==> src/rtl/u8_display_driver.sv <==
// rtl/u8_display_driver.sv - byte to 3-digit BCD converter driving a multiplexed 7-segment display
// Free-running double-dabble converter plus independent digit scan with leading-zero blanking.
module u8_display_driver #(
  parameter int SCAN_DIV = 50000
) (
  input  logic        clk,
  input  logic        rst,
  input  logic [7:0]  value,
  output logic [11:0] bcd,
  output logic        done,
  output logic        busy,
  output logic [2:0]  an,
  output logic [6:0]  seg
);

  localparam logic [1:0]  S_IDLE  = 2'd0;
  localparam logic [1:0]  S_SHIFT = 2'd1;
  localparam logic [1:0]  S_DONE  = 2'd2;
  localparam logic [19:0] DIV_MAX = 20'(SCAN_DIV - 1);

  logic [1:0]  state_q, state_d;
  logic [19:0] work_q, work_d;
  logic [2:0]  cnt_q, cnt_d;
  logic [11:0] bcd_q, bcd_d;
  logic        done_q, done_d;
  logic [19:0] div_q;
  logic [1:0]  dig_q;
  logic [19:0] adj;
  logic [3:0]  nib;
  logic        blank;

  function automatic logic [3:0] add3(input logic [3:0] n);
    return (n >= 4'd5) ? n + 4'd3 : n;
  endfunction

  function automatic logic [6:0] seg_lut(input logic [3:0] d);
    case (d)
      4'd0:    return 7'b1000000;
      4'd1:    return 7'b1111001;
      4'd2:    return 7'b0100100;
      4'd3:    return 7'b0110000;
      4'd4:    return 7'b0011001;
      4'd5:    return 7'b0010010;
      4'd6:    return 7'b0000010;
      4'd7:    return 7'b1111000;
      4'd8:    return 7'b0000000;
      4'd9:    return 7'b0010000;
      default: return 7'b1111111;
    endcase
  endfunction

  always_comb begin
    state_d = state_q;
    work_d  = work_q;
    cnt_d   = cnt_q;
    bcd_d   = bcd_q;
    done_d  = 1'b0;
    // Nibble-local add-3; carries never cross nibbles since each stays <= 12.
    adj = {add3(work_q[19:16]), add3(work_q[15:12]), add3(work_q[11:8]), work_q[7:0]};
    case (state_q)
      S_IDLE: begin
        work_d  = {12'd0, value};
        cnt_d   = 3'd0;
        state_d = S_SHIFT;
      end
      S_SHIFT: begin
        work_d = adj << 1;
        cnt_d  = cnt_q + 3'd1;
        if (cnt_q == 3'd7) state_d = S_DONE;
      end
      S_DONE: begin
        bcd_d   = work_q[19:8];
        done_d  = 1'b1;
        state_d = S_IDLE;
      end
      default: state_d = S_IDLE;
    endcase
  end

  always_ff @(posedge clk) begin
    if (!rst) begin
      state_q <= S_IDLE;
      work_q  <= 20'd0;
      cnt_q   <= 3'd0;
      bcd_q   <= 12'd0;
      done_q  <= 1'b0;
    end else begin
      state_q <= state_d;
      work_q  <= work_d;
      cnt_q   <= cnt_d;
      bcd_q   <= bcd_d;
      done_q  <= done_d;
    end
  end

  always_ff @(posedge clk) begin
    if (!rst) begin
      div_q <= 20'd0;
      dig_q <= 2'd0;
    end else if (div_q == DIV_MAX) begin
      div_q <= 20'd0;
      dig_q <= (dig_q == 2'd2) ? 2'd0 : dig_q + 2'd1;
    end else begin
      div_q <= div_q + 20'd1;
    end
  end

  always_comb begin
    an    = 3'b110;
    nib   = bcd_q[3:0];
    blank = 1'b0;
    case (dig_q)
      2'd1: begin
        an    = 3'b101;
        nib   = bcd_q[7:4];
        blank = (bcd_q[11:8] == 4'd0) && (bcd_q[7:4] == 4'd0);
      end
      2'd2: begin
        an    = 3'b011;
        nib   = bcd_q[11:8];
        blank = (bcd_q[11:8] == 4'd0);
      end
      default: ;
    endcase
    seg = blank ? 7'b1111111 : seg_lut(nib);
  end

  assign bcd  = bcd_q;
  assign done = done_q;
  assign busy = (state_q != S_IDLE);

endmodule

==> config.mk <==
export PLATFORM = sky130hd
export DESIGN_NAME = u8_display_driver
export DESIGN_NICKNAME = d
export VERILOG_FILES = /design/src/rtl/u8_display_driver.sv
export SDC_FILE = /design/constraint.sdc
export NUM_CORES = 1
export LEC_CHECK = 0
export ABC_AREA = 1
export BUFFER_PORTS_ARGS = -buffer_cell sky130_fd_sc_hd__buf_4
export CAP_MARGIN = 15
export CORE_MARGIN = 5
export CORE_UTILIZATION = 42
export DETAILED_ROUTE_END_ITERATION = 6
export PLACE_DENSITY = 0.61
export SYNTH_ARGS = -nofsm -noshare
export SYNTH_HDL_FRONTEND = slang
export SYNTH_SLANG_ARGS = --single-unit
==> constraint.sdc <==
create_clock -name clk -period 3.1 [get_ports clk]
set_input_delay 0.62 -clock clk [delete_from_list [all_inputs] [get_ports clk]]
set_output_delay 0.62 -clock clk [all_outputs]
set_load 0.02 [all_outputs]
==> impl_metrics.sql, run 1 <==
INSERT INTO impl_metrics (metric_group, metric, value, unit) VALUES
('placed_design', 'dp_slack', '371', 'ps'),
('cts', 'clockRootBuffer', 'clkbuf_8', ''),
('synth', 'post_synthesis_area_per_instance', '7.06', 'um2'),
('cts', 'cts_sinks', '60', ''),
('global_route', 'groute.layer.met1.usage', '20.1', '%'),
('timing', 'final-setup-viol-count', '0', ''),
('die', 'area_of_the_core_region', '7250', 'um2'),
('power_and_ir_drop', 'power_leakage', '0.00157', 'uW'),
('timing', 'worst_clock_skew', '9.15', 'ps'),
('synth', 'ys_seq_area_share', '38.2', '%'),
('route', 'detail_route.wl_per_cell', '11.6', 'um'),
('power_and_ir_drop', 'power.density_cell_area', '472', 'nW/um2'),
('outcome', 'run_status', 'finished clean', ''),
('timing', 'timing.final.max_slew_violations', '0', ''),
('route', 'remaining_drc_errors', '0', ''),
('die', 'rows', '31', ''),
('route', 'totalWireLength', '6740', 'um'),
('cts', 'cts_max_level', '3', ''),
('cells_and_area', 'final_common_cell', 'nand2_1', ''),
('setup_path', 'path_cells', 'inv_1 > ha_4 > or2_2 > o21ai_4 > inv_1 > ha_1 > or2_2 > nand3_1 > nand2_1 > buf_4', ''),
('cts', 'cts-buffers-inserted', '9', ''),
('die', 'dieArea', '9310', 'um2'),
('synth', 'synth.area.top_cells', 'dfxtp_1 (38%), nand2_1 (12%), inv_1 (7.9%)', ''),
('setup_path', 'crit_arrival', '2290', 'ps'),
('setup_path', 'startpoint', 'dig_q[0]', ''),
('timing', 'slew_headroom', '65.4', '%'),
('setup_path', 'critical_path.endpoint_type', 'primary output', ''),
('setup_path', 'worst-setup-path-type', 'reg -> out', ''),
('cts', 'cts_tree', 'yes', ''),
('setup_path', 'worst_path_largest_cell_delay', '340', 'ps'),
('setup_path', 'critical_path_buf_inv_count', '3', ''),
('global_route', 'global_route.overflow_total', '0', ''),
('hold_path', 'hold_start', 'div_q[0]', ''),
('cells_and_area', 'syn_to_final_growth', '18.0', '%'),
('setup_path', 'slowest_stage', 'dfxtp_2', ''),
('cells_and_area', 'final_net_count', '504', ''),
('power_and_ir_drop', 'ir_worst_vdd', '0.323', 'mV'),
('power_and_ir_drop', 'power', '1750', 'uW'),
('global_route', 'wire_length_of_the_first_global_routing_pass', '12000', 'um'),
('run', 'max_cap_viol_count', '0', ''),
('global_route', 'global_route.usage.met2', '26.3', '%'),
('setup_path', 'timing.critical_path.required', '2480', 'ps'),
('global_route', 'grt_pass1_vias', '2715', ''),
('global_route', 'grt_use_total', '16.4', '%'),
('synth', 'synth.net_count', '471', ''),
('timing', 'worstMarginPinSlew', '518', 'ps'),
('route', 'route.vias.total', '2807', ''),
('die', 'die_height', '96.5', 'um'),
('synth', 'netlist.top_cell.by_area', 'dfxtp_1', ''),
('cells_and_area', 'antennaDiodeCount', '0', ''),
('synth', 'post_synth_instance_area', '3140', 'um2'),
('global_route', 'grt_start_max_net_pins', '26', ''),
('route', 'detail_route.iter0.violations', '90', ''),
('timing', 'fin_tns_setup', '0', 'ps'),
('placed_design', 'routability_congestion_estimate', '0.883', ''),
('synth', 'synth-seq-cells', '60', ''),
('cells_and_area', 'layout-drive-gt1-share', '13.5', '%'),
('route', 'final_antenna_net_count', '0', ''),
('die', 'initial_utilization', '43.3', '%'),
('synth', 'post_synth_num_cell_types', '37', ''),
('cells_and_area', 'layout_common_cells', 'nand2_1 (104), inv_1 (66), dfxtp_1 (59), nand3_1 (48), nor2_1 (48)', ''),
('synth', 'post_synth_inst_count', '445', ''),
('setup_path', 'cpLargestDelayFamily', 'simple AND/OR/NAND/NOR gates', ''),
('global_route', 'grtUsageMet3', '5.65', '%'),
('cts', 'cts.repair_timing.setup_buffer_count', '0', ''),
('route', 'via_per_inst', '4.82', ''),
('die', 'floorplan.io_pins', '34', ''),
('hold_path', 'min-delay-path-class', 'reg -> reg', ''),
('timing', 'share_of_the_clock_period_used_by_the_worst_path_after_layout', '93.9', '%'),
('route', 'drt_first_pass_iters', '4', ''),
('setup_path', 'cp_max_fo', '10', '');
-- final cells by class --
cell class / count / area [um2]
clock inverters: 5 / 106
flip-flops and latches: 60 / 1200
well taps: 99 / 124
fillers: 760 / 3550
repair buffers: 33 / 248
clock buffers: 11 / 151
inverters: 68 / 256
multi-input cells: 306 / 1620
-- path summary, 6_finish.rpt --
kind	to	slack, ps	cells past startpoint
setup / recovery	seg[6]	190	10
hold / removal	div_q[0]	460	1
setup reg to reg	div_q[15]	1440	6
hold reg to reg	div_q[0]	460	1
-- cell usage after synthesis --
| master | count |
|---|---|
| a211oi_1 | 2 |
| a21oi_1 | 10 |
| a22oi_1 | 1 |
| a31oi_1 | 1 |
| a32o_1 | 2 |
| and2_1 | 1 |
| buf_1 | 2 |
| buf_2 | 3 |
| buf_4 | 1 |
| buf_6 | 4 |
| clkbuf_1 | 1 |
| clkinv_2 | 1 |
| dfxtp_1 | 60 |
| ha_1 | 16 |
| inv_1 | 66 |
| inv_2 | 1 |
| nand2_1 | 104 |
| nand2_2 | 2 |
| nand3_1 | 48 |
| nand3_2 | 2 |
| nand3b_1 | 2 |
| nand4_1 | 4 |
| nor2_1 | 48 |
| nor2_2 | 1 |
| nor2_4 | 3 |
| nor3_1 | 2 |
| o211ai_1 | 2 |
| o21ai_0 | 31 |
| o21ai_4 | 1 |
| o221ai_1 | 4 |
| o22ai_1 | 3 |
| o32ai_1 | 1 |
| or2_0 | 1 |
| or2_1 | 1 |
| or2_2 | 3 |
| xnor2_1 | 2 |
| xor2_1 | 8 |
-- what timing repair did --
action,in CTS,in global routing
resized for setup,1,2
hold buffers,0,0
setup endpoints to repair,2,3
-- state kept, by name, summed over array words and instances (netlist names) --
| register | cells |
|---|---|
| bcd | 12 |
| cnt_q | 3 |
| dig_q | 2 |
| div_q | 20 |
| done | 1 |
| state_q | 2 |
| work_q | 20 |
-- stage by stage --
stage / cells / cell area, um2 / hold WS [ps] / utilization (%)
after global routing: 582 / 3710 / 511 / 51.1
after detailed placement: 566 / 3440 / 454 / 47.4
after floorplan: 445 / 3140 / 429 / -
after CTS: 582 / 3700 / 468 / 51.0
final: 582 / 3710 / 463 / 51.1
after global placement: 566 / 3440 / 439 / 47.4
-- where the power goes --
part | total, uW | internal, uW | switching (uW) | leakage, uW
Sequential | 789 | 782 | 6.67 | 0.000487
Clock | 907 | 581 | 326 | 0.000126
Combinational | 53.8 | 21.2 | 32.5 | 0.000959
Total | 1750 | 1380 | 366 | 0.00157
-- cells by family (layout without fill, tap and decap cells) --
kind of cell	Yosys count	count (layout)	synth area share (%)
buf+inv	79	117	10.7
flops	60	60	38.2
compound gates	58	58	11.1
simple gates	222	222	30.9
xor+xnor	10	10	2.79
fa+ha+maj	16	16	6.37
-- layer usage --
metal | routed length, um | vias up | part of all wire [%]
met5 | 0 | - | 0
met2 | 3140 | 43 | 47
met3 | 235 | 9 | 3.5
met4 | 116 | 0 | 1.7
li1 | - | 1485 | -
met1 | 3250 | 1270 | 48
(Power assumes the default switching activity.)
==> run 2, diff against run 1 <==
- RECOVER_POWER: default -> 100
- TNS_END_PERCENT: default -> 50
==> run 2 against run 1 <==
Power is essentially flat. Largest power group unchanged. Critical path type unchanged. Hold slack about the same. Sequential cell count did not move.
==> impl_metrics.sql, run 2 (synthesized netlist as in run 1, its figures left out) <==
INSERT INTO impl_metrics (metric_group, metric, value, unit) VALUES
('timing', 'worstMarginPinSlew', '1100', 'ps'),
('die', 'dieArea', '9310', 'um2'),
('placed_design', 'dp_slack', '371', 'ps'),
('cells_and_area', 'layout-drive-gt1-share', '9.11', '%'),
('die', 'die_height', '96.5', 'um'),
('global_route', 'grt_pass1_vias', '2715', ''),
('placed_design', 'hpwl', '5030', 'um'),
('cts', 'cts_hold_buffers', '0', ''),
('hold_path', 'min-delay-path-class', 'reg -> reg', ''),
('hold_path', 'hold-path-cell-count', '1', ''),
('power_and_ir_drop', 'power.density_cell_area', '483', 'nW/um2'),
('cts', 'buffer_depth_of_the_longest_clock_path', '2', ''),
('route', 'remaining_drc_errors', '0', ''),
('timing', 'post_route_worst_setup_slack', '190', 'ps'),
('global_route', 'global_route.overflow_total', '0', ''),
('outcome', 'run_status', 'finished clean', ''),
('die', 'floorplan.io_pins', '34', ''),
('setup_path', 'reg2reg_depth', '6', ''),
('setup_path', 'crit_arrival', '2290', 'ps'),
('timing', 'final-hold-violation-count', '0', ''),
('cts', 'clock_latency_on_the_worst_skew_pair', '340', 'ps'),
('route', 'detail_route.wl_per_cell', '11.6', 'um'),
('setup_path', 'critical_path.endpoint_type', 'primary output', ''),
('timing', 'worst_clock_skew', '9.23', 'ps'),
('timing', 'final-setup-viol-count', '0', ''),
('timing', 'fin_tns_setup', '0', 'ps'),
('timing', 'share_of_the_clock_period_used_by_the_worst_path_after_layout', '93.9', '%'),
('timing', 'timing.final.max_slew_violations', '0', ''),
('route', 'via_per_inst', '4.83', ''),
('timing', 'slew_headroom', '26.4', '%'),
('cells_and_area', 'antennaDiodeCount', '0', ''),
('timing', 'period_minus_slack', '2910', 'ps'),
('timing', 'fmax', '344', 'MHz'),
('cells_and_area', 'syn_to_final_growth', '15.2', '%'),
('cells_and_area', 'layout_common_cells', 'nand2_1 (105), inv_1 (66), dfxtp_1 (59), nand3_1 (49), nor2_1 (48)', ''),
('cells_and_area', 'final_design_area_no_fill', '3620', 'um2'),
('timing', 'grt_setup_unrepaired', 'false', ''),
('run', 'max_cap_viol_count', '0', ''),
('cells_and_area', 'final_net_count', '504', ''),
('setup_path', 'worst_path_largest_cell_delay', '340', 'ps'),
('cells_and_area', 'final_common_cell', 'nand2_1', ''),
('global_route', 'grt_use_total', '16.4', '%'),
('power_and_ir_drop', 'power_leakage', '0.00149', 'uW'),
('setup_path', 'worst-setup-path-type', 'reg -> out', ''),
('route', 'detail_route.iter0.violations', '57', ''),
('power_and_ir_drop', 'ir_worst_vdd', '0.322', 'mV'),
('global_route', 'wire_length_of_the_first_global_routing_pass', '12000', 'um'),
('global_route', 'grt_start_max_net_pins', '26', ''),
('cts', 'cts-buffers-inserted', '9', ''),
('setup_path', 'timing.critical_path.required', '2480', 'ps'),
('route', 'totalWireLength', '6770', 'um'),
('die', 'initial_utilization', '43.3', '%'),
('setup_path', 'cp_max_fo', '10', ''),
('global_route', 'grt_antenna_before_repair', '0', ''),
('route', 'final_antenna_net_count', '0', ''),
('cts', 'cts_tree', 'yes', ''),
('die', 'area_of_the_core_region', '7250', 'um2'),
('placed_design', 'placement.cell_area', '3440', 'um2'),
('placed_design', 'io_buffer_count', '33', ''),
('setup_path', 'slowest_stage', 'dfxtp_2', ''),
('die', 'die_x', '96.5', 'um'),
('cts', 'clkTransAtPathRegs', '70', 'ps'),
('route', 'drt_first_pass_iters', '6', ''),
('setup_path', 'cp-start-kind', 'flip-flop', ''),
('cts', 'cts_max_level', '3', ''),
('setup_path', 'path_cells', 'inv_1 > ha_4 > or2_2 > o21ai_4 > inv_1 > ha_1 > or2_2 > nand3_1 > nand2_1 > buf_4', ''),
('die', 'rows', '31', ''),
('route', 'route.vias.total', '2809', ''),
('cts', 'clockRootBuffer', 'clkbuf_8', ''),
('cts', 'cts_sinks', '60', ''),
('placed_design', 'routability_congestion_estimate', '0.883', '');
run 2: cell types whose count changed in the layout (fill, tap and decap cells not counted):
cell      before  now
buf_4         33   11
nand3_1       48   49
nand2_2        2    1
clkbuf_1       0   19
clkbuf_2       0    3
nand2_1      104  105
nand3_2        2    1
run 2: cell type report:
cell class              count  area, um2
clock buffers              11        151
clock inverters             5        106
fillers                   786       3630
inverters                  68        256
multi-input cells         306       1610
flip-flops and latches     60       1200
well taps                  99        124
repair buffers             33        169
run 2: routing by layer:
metal  GRT usage (%)  share of wire [%]  vias up
met5               0                  0        -
met4            6.43                1.5        0
met3            5.65                3.3        8
met2            26.3                 47       40
met1            20.1                 49     1275
li1                -                  -     1486
run 2: timing repair:
action	in CTS	in global routing
pin swaps	0	0
endpoints found under the setup margin	2	3
buffers inserted	0	0
endpoints found under the hold margin	0	0
gates resized for setup	1	2
run 2: worst max-delay path, delay by kind of cell, from the launching register on:
kind	cells	cell delay [ps]
and+or+nand+nor	4	730
adders and majority gates	2	460
DFF	1	340
buffers and inverters	3	330
AOI/OAI and AO/OA	1	90
run 2: final timing paths:
kind,endpoint,slack (ps),from
setup / recovery,seg[6],190,dig_q[0]
hold / removal,div_q[0],460,div_q[0]
setup reg to reg,div_q[15],1220,div_q[0]
hold reg to reg,div_q[0],460,div_q[0]
run 2: through the flow:
step | hold slack (ps) | util, % | cells | total power [uW]
after floorplan | 429 | - | 445 | 846
after global placement | 439 | 47.4 | 566 | 860
after detailed placement | 454 | 47.4 | 566 | 861
after CTS | 468 | 51.0 | 582 | 1780
after global routing | 511 | 49.9 | 582 | 1820
final | 463 | 49.9 | 582 | 1750
run 2: power by group:
group / internal (uW) / leakage [uW] / switching, uW
combinational: 19.9 / 0.000879 / 32.3
clock: 581 / 0.000126 / 327
sequential: 782 / 0.000487 / 6.61
total: 1380 / 0.00149 / 366
